## src/rtl/bg_line_renderer.sv

```systemverilog
`default_nettype none
// +--------------------------------------------------------------------------+
// | bg_line_renderer: double-banked background tile line fetch and display   |
// | Revision: 1.0                                                            |
// +--------------------------------------------------------------------------+
module bg_line_renderer (
  input  logic        clk,
  input  logic        reset,
  input  logic        line_start,
  input  logic [8:0]  line_num,
  output logic [8:0]  tb_addr,
  input  logic [31:0] tb_rdata,
  output logic [10:0] tg_addr,
  input  logic [31:0] tg_rdata,
  input  logic [9:0]  pix_x,
  output logic [2:0]  pix_index,
  output logic        busy,
  output logic        done
);

  typedef enum logic [2:0] {
    IDLE       = 3'd0,
    RD_TILE    = 3'd1,
    LATCH_TILE = 3'd2,
    RD_GFX     = 3'd3,
    WR_PIX     = 3'd4
  } state_t;

  state_t      state_q;
  logic        front_q;
  logic [8:0]  base_q;
  logic [4:0]  r_q;
  logic [4:0]  col_q;
  logic [1:0]  w_q;
  logic [3:0]  pat_q;
  logic [8:0]  tb_addr_q;
  logic [10:0] tg_addr_q;
  logic [2:0]  pix_index_q;

  logic [23:0] bank_q [2][80];

  logic        start_ok_d;
  logic        last_wr_d;
  logic        bank_we_d;
  logic [8:0]  base_d;
  logic [23:0] unpacked_d;
  logic [23:0] front_word_d;
  logic        pix_in_range_d;
  logic [4:0]  sel_d;
  logic        unused_ok;

  assign start_ok_d     = line_start && (line_num < 9'd480);
  assign last_wr_d      = (state_q == WR_PIX) && (col_q == 5'd19) && (w_q == 2'd3);
  assign bank_we_d      = (state_q == WR_PIX);
  // row*20 as row*16 + row*4
  assign base_d         = {1'b0, line_num[8:5], 4'd0} + {3'd0, line_num[8:5], 2'd0};
  assign pix_in_range_d = (pix_x < 10'd640);
  assign sel_d          = {1'b0, pix_x[2:0], 1'b0} + {2'b00, pix_x[2:0]};

  assign unused_ok = ^{tb_rdata[31:4], tg_rdata[31], tg_rdata[27], tg_rdata[23],
                       tg_rdata[19], tg_rdata[15], tg_rdata[11], tg_rdata[7], tg_rdata[3]};

  always_comb begin
    unpacked_d = '0;
    for (int k = 0; k < 8; k++) begin
      unpacked_d[3*k +: 3] = tg_rdata[4*k +: 3];
    end
  end

  always_comb begin
    front_word_d = '0;
    if (pix_in_range_d) begin
      front_word_d = bank_q[front_q][pix_x[9:3]];
    end
  end

  // A swap on the final write cycle still lets that write land, so the
  // freshly completed bank is the one that becomes front.
  always_ff @(posedge clk) begin
    if (bank_we_d) begin
      bank_q[~front_q][{col_q, w_q}] <= unpacked_d;
    end
  end

  always_ff @(posedge clk or posedge reset) begin
    if (reset) begin
      state_q   <= IDLE;
      front_q   <= 1'b0;
      base_q    <= '0;
      r_q       <= '0;
      col_q     <= '0;
      w_q       <= '0;
      pat_q     <= '0;
      tb_addr_q <= '0;
      tg_addr_q <= '0;
    end else if (start_ok_d) begin
      front_q   <= ~front_q;
      base_q    <= base_d;
      r_q       <= line_num[4:0];
      col_q     <= '0;
      w_q       <= '0;
      tb_addr_q <= base_d;
      state_q   <= RD_TILE;
    end else begin
      case (state_q)
        RD_TILE: state_q <= LATCH_TILE;
        LATCH_TILE: begin
          pat_q     <= tb_rdata[3:0];
          w_q       <= '0;
          tg_addr_q <= {tb_rdata[3:0], r_q, 2'd0};
          state_q   <= RD_GFX;
        end
        RD_GFX: state_q <= WR_PIX;
        WR_PIX: begin
          if (w_q != 2'd3) begin
            w_q       <= w_q + 2'd1;
            tg_addr_q <= {pat_q, r_q, w_q + 2'd1};
            state_q   <= RD_GFX;
          end else if (col_q != 5'd19) begin
            col_q     <= col_q + 5'd1;
            tb_addr_q <= base_q + {4'd0, col_q + 5'd1};
            state_q   <= RD_TILE;
          end else begin
            state_q <= IDLE;
          end
        end
        default: state_q <= IDLE;
      endcase
    end
  end

  always_ff @(posedge clk or posedge reset) begin
    if (reset) begin
      pix_index_q <= '0;
    end else if (pix_in_range_d) begin
      pix_index_q <= front_word_d[sel_d +: 3];
    end else begin
      pix_index_q <= '0;
    end
  end

  assign tb_addr   = tb_addr_q;
  assign tg_addr   = tg_addr_q;
  assign pix_index = pix_index_q;
  assign busy      = (state_q != IDLE);
  assign done      = last_wr_d && !start_ok_d;

endmodule
`default_nettype wire
```

## config.mk

```make
export PLATFORM = sky130hd
export DESIGN_NAME = bg_line_renderer
export DESIGN_NICKNAME = d
export VERILOG_FILES = /design/src/rtl/bg_line_renderer.sv
export SDC_FILE = /design/constraint.sdc
export NUM_CORES = 2
export LEC_CHECK = 0
export CORE_MARGIN = 1
export CORE_UTILIZATION = 31
export CTS_BUF_LIST = sky130_fd_sc_hd__clkbuf_4
export DETAILED_ROUTE_END_ITERATION = 12
export HOLD_SLACK_MARGIN = 0.1
export PLACE_DENSITY_LB_ADDON = 0.25
export SETUP_SLACK_MARGIN = 0.2
export SLEW_MARGIN = 25
export SYNTH_ARGS = -nofsm -noshare
export SYNTH_HDL_FRONTEND = slang
export SYNTH_SLANG_ARGS = --single-unit
```

## constraint.sdc

```tcl
create_clock -name clk -period 4.55 [get_ports clk]
set_clock_uncertainty 0.15 [all_clocks]
set_input_delay 0.455 -clock clk [delete_from_list [all_inputs] [get_ports clk]]
set_output_delay 0.455 -clock clk [all_outputs]
set_load 0.005 [all_outputs]
```

# == Word level (Yosys, flattened, before mapping) ==
# Memories as Yosys holds them, arrays and structs flattened.
# Index checks and enable logic that the tools add are counted.
# totals
register_bits,52
ramBits,3840
output_inout_bits,25
word_cells,78
memories,1
# mem_list
memory,depth,word_bits,rd,rd_ports_with_merged_regs,write_ports,line_no,text
bank_q,2,1920,1,0,1,40,logic [23:0] bank_q [2][80];
# classes
n_addsub,5
magnitude_cmp,5
eq_ne,11
shift,1
mux,26
bitwise,4
reduce_logical,15
# ops
cell,n
$mux W1920,1
$bmux W24 S7,1
$demux W24 S7,1
$mux W24,4
$mux W9,4
$shiftx A24 B6 Y3,1
$pmux W11 S2,1
$mux W5,4
$ge A8 B8 Y1 const B,2
$not A7 Y8,2
$pmux W3 S4,1
$mux W11,1
$lt A10 B10 Y1 const B,1
$add A8 B6 Y9,1
$add A9 B5 Y9,1
$lt A9 B9 Y1 const B,1
$lt A8 B1 Y1 const B,1
$eq A3 B2 Y1 const B,2
$mux W2,3
$mux W3,2
$reduce_and A3 Y1,2
$reduce_bool A2 Y1,3
$reduce_bool A3 Y1,2
$add A4 B3 Y5,1
other kinds (16),24

# == Depth between registers and ports, before layout ==
# logic_depth
depth_word,7
depth_mapped,16

# == Worst setup path before layout ==
# No wires, ideal clock.
# synth_timing
kind,register to register
startpoint,reg front_q
endpoint,"mem bank_q[1][216] (netlist name), enable pin"
setup_time_ns,0.405
t_arrival_ns,3.258
required_ns,3.995
path_slack_ns,0.737
path_stages_with_launch,12
path_buffers,8
period_less_slack_ns,3.813
cell_sequence,dfrtp_1 > buf_6 > buf_12 > buf_12 > buf_12 > buf_6 > buf_6 > buf_4 > buf_2 > nor3_1 > nand3_1 > nor2_1
# synth_via
elab_chain_cells,1
# synth_lines
item,line_no,text
start: declaration,30,logic front_q;
start signal: assignment,97,front_q <= ~front_q;
$not A1 Y1,81,"bank_q[~front_q][{col_q, w_q}] <= unpacked_d;"
end: declaration,40,
# No other way between the ends.

# == Worst setup path after layout ==
# layout_timing
startpoint,reg front_q
endpoint,"reg pix_index_q[0], in the netlist pix_index[0]"
# layout_via
elab_chain_cells,7
# layout_lines
item,line_no,text
$mem_v2 Z2 W1920,--,
$bmux W24 S7,73,front_word_d = bank_q[front_q][pix_x[9:3]];
$mux W24 (implied by the code) (2 in series),73,
$mux W24,72,if (pix_in_range_d) begin
$shiftx A24 B6 Y3,136,pix_index_q <= front_word_d[sel_d +: 3];
$mux W3,135,end else if (pix_in_range_d) begin
end signal: assignment,136,
end: declaration,38,logic [2:0] pix_index_q;
# No other way between the ends. The select of a mux whose other input is x is not followed.
# A chain may end at the register's enable or synchronous reset.

==> run summary <==
Total grt overflow: 0
Starting Density: 0.3112
Sequential cell area fraction in the yosys report: 0.7706
Worst path max stage delay: 0.98 ns
Total power: 85.50 mW
Largest net degree at the start of global routing: 153
Slowest CP cell: a2111oi_1
Row Count: 256
CP top delay family: compound AO/OA/AOI/OAI gates
Achievable Freq: 222.3 MHz
Main synth FF type: edfxtp_1
DRT antenna net count: 0
EDFF count, synth: 3,840
Clock tree from TritonCTS: yes
Relative slew slack: 0.2178
Pwr Density: 468.2 mW/mm2
Post-Syn Instances: 6,979
Metal3 WL: 48,320 um
Die H: 700.4 um
Int Power: 62.75 mW
Vias in the first global route: 86,548
Filler cells: 44,592
Flop-to-flop setup slack: 0.05 ns
Ports: 111
Gp weighted congestion: 0.9263
First-pass GRT wire length: 724,900 um
Mapped Area: 0.1512 mm2
CP Data Arrival Time: 5.90 ns
Worst VDD drop: 0.2909 mV
Critical path endpoint category: flop
Worst path most repeated cell: buf_12
Share of cells above drive strength 1: 0.4004
Switching share of power: 0.2660
Vias per cell: 5.331
Fraction of registers with async set/reset: 0.01235
Status: complete, no violations
Wirelength, routed: 539,000 um
Die width: 700.4 um
Final Core Density: 0.3758
H-tree depth: 7
Vias post-DR: 85,106
Highest routed layer: met5
DRT met1 WL: 219,300 um
Minimum clock period after layout: 4.498 ns
NetSw: 22.74 mW
Combinational Power Share: 0.184
Drt initial violations: 11,908
Maximum clock insertion buffer count: 5
Pre-CTS setup slack: -0.3350 ns
Post-Syn Nets: 7,078
Routed len/inst: 33.76 um
CP Class: reg -> reg
Met2 wire length: 249,200 um
Sink Count: 3,888
Drt pass-1 iters: 5
Worst path required time: 5.95 ns
Reg clk slew, reported paths: 0.07 ns
Num CTS Buffers: 1,097
Root Buffer: clkbuf_4
Synthesis Warnings: 0
Initial antenna violation count: 54
Area grow syn2layout: 20.77%
Remaining DRCs: 0
Flop pwr share: 0.462
Max Cap Viol: 0
Final Max Slew Viols: 0
CP Cell Sequence: buf_12, buf_12, buf_12, buf_4, mux4_2, o22ai_1, buf_4, a2111oi_1, and4_1, a21oi_1, nor3_1, nor4_2, a31oi_1
Gr usage total: 0.2178
Worst Path Max Fanout: 16
Distinct cells, synth: 87
FF+latch count, synth: 3,888
HP Class: in -> reg
Clk network pwr share: 0.354
Worst Slack Setup Final: 0.05190 ns
Hold Fails Final Rpt: 0
CP Buf/Inv Count: 5
Core area: 0.4859 mm2
Worst-skew pair later-pin latency: 1.76 ns
Final setup fails: 0
Final worst-path cycle share: 0.9886
DP HPWL: 334,700 um
Final #Nets: 8,921
Full die area: 0.4905 mm2
I/O Buffers: 74
Unrepaired setup endpoints after global routing: true
Static Leak: 59.23 nW
Worst-margin pin slew: 1.170 ns
Average size of a mapped cell: 21.66 um2
CP Launch Type: flop
## per-stage QoR
| stage | instance area [um2] | instances | hold slack (ns) | setup TNS (ns) |
|---|---|---|---|---|
| after floorplan | 151200 | 6979 | 0.2901 | 0 |
| after global placement | 167100 | 13996 | 0.3090 | -0.7093 |
| after CTS | 182000 | 15925 | 0.1146 | 0 |
| after detailed placement | 167200 | 13997 | 0.3193 | -0.6534 |
| final | 182600 | 15964 | 0.3035 | 0 |
| after global routing | 182600 | 15951 | 0.1828 | 0 |
## sequential cells by signal, summed over array words and instances, names as in the netlist
name / flops
col_q: 5
tg_addr: 11
tb_addr: 7
base_q: 7
r_q: 5
w_q: 2
pat_q: 4
state_q: 3
bank_q: 3840
front_q: 1
pix_index: 3
## cells in the final DEF (no fill, tap or decap), drive strengths merged, types with 18 or more instances in the layout
master / netlist / layout
buf: 284 / 955
diode: 0 / 26
nand2: 266 / 266
a31oi: 28 / 28
edfxtp: 3840 / 3840
o22ai: 86 / 86
mux2i: 199 / 199
clkinv: 2 / 199
clkbuf: 111 / 1547
nor3: 68 / 68
a21oi: 81 / 81
nor4: 20 / 20
inv: 20 / 38
clkdlybuf4s50: 0 / 42
a211oi: 36 / 36
nor2: 308 / 308
o21ai: 53 / 53
mux4: 928 / 928
a22oi: 102 / 102
nor2b: 36 / 36
dlygate4sd3: 0 / 133
nand4: 29 / 29
mux2: 58 / 58
nand3: 70 / 70
dfrtp: 48 / 48
o221ai: 25 / 25
a221oi: 18 / 18
## cells in the mapped netlist, types with 12 or more instances
cell      count  area (um2)
nor2_1      307        1152
inv_1        19       71.32
a21oi_1      81       405.4
nand3_1      70       350.3
nor4_1       20       125.1
mux4_2      928       20900
a31oi_1      28       175.2
clkbuf_1    111       416.7
mux2i_1     199        1992
o31ai_1      12       90.09
and2_1       13       81.33
a22o_1       13       113.9
buf_1        17       63.81
buf_12       12       240.2
buf_4        65       488.0
o221ai_1     25       219.0
a221oi_1     17       148.9
buf_2       127       635.6
a211oi_1     35       262.8
o21ai_0      46       230.2
mux2_2       56       630.6
nand2_1     265       994.7
and3_1       16       100.1
nor2b_1      36       225.2
edfxtp_1   3840      115300
buf_8        13       195.2
buf_6        50       563.0
a22oi_1     102       765.7
o211ai_1     15       112.6
o22ai_1      86       538.0
nor3_1       68       340.3
nand2b_1     16       100.1
nand4_1      29       181.4
dfrtp_1      48        1201
## tightest hold or removal path, delay by kind of cell
kind                   cells  cell delay, ns
buffers and inverters      4            1.46
## area by class of cell
cell class	count	area (um2)	share of cell area
antenna	26	65.06	0.0003563
clock buffer	1540	11560	0.06331
clock inverter	225	1152	0.006311
inverter	22	96.34	0.0005276
multi-input combinational	2674	33310	0.1824
sequential	3888	116500	0.6381
tap	6450	8070	0.04420
timing repair buffer	1139	11820	0.06475
## worst paths after layout
| path | cells past startpoint | startpoint | endpoint |
|---|---|---|---|
| max | 13 | front_q | pix_index[0] |
| min | 4 | tg_rdata[5] | bank_q[0][916] |
| max reg2reg | 13 | front_q | pix_index[0] |
| min reg2reg | 2 | base_q[4] | base_q[4] |
| max in group asynchronous | 6 | reset | pix_index[1] |
| min in group asynchronous | 6 | reset | tg_addr[3] |
## layer usage
layer,vias up,track usage
met5,-,0
met4,8,0.09341
met3,821,0.05437
met2,4645,0.3364
met1,45755,0.2930
li1,33877,-
## power groups by stage
stage / Combinational, mW / Sequential, mW / Clock [mW]
after floorplan: 9.11 / 40.3 / 0
after global placement: 14.9 / 40.3 / 0
after detailed placement: 15.0 / 40.3 / 0
after CTS: 15.4 / 39.5 / 31.0
after global routing: 16.4 / 39.5 / 32.8
final: 15.7 / 39.5 / 30.2
## kinds of logic (layout without fill, tap and decap cells)
group | count (synthesis) | count (layout) | share of synthesized area
buffers and inverters | 417 | 2926 | 0.01776
and+or+nand+nor | 884 | 884 | 0.02639
AOI/OAI and AO/OA | 578 | 578 | 0.02745
xor gates and xnor gates | 14 | 14 | 0.0008110
muxes | 1185 | 1185 | 0.1557
other | 0 | 26 | 0
DFF | 3888 | 3888 | 0.7706
adders and majority gates | 13 | 13 | 0.001225
## timing repair
item | CTS | global route
setup buffers | 5 | 6
resized for setup | 25 | 50
setup endpoints to repair | 4 | 3
pin swaps | 0 | 3
hold buffers | 157 | 0
cloned | 1 | 6
hold endpoints to repair | 3936 | 0
Note: power is estimated with default switching activity, not from simulation.
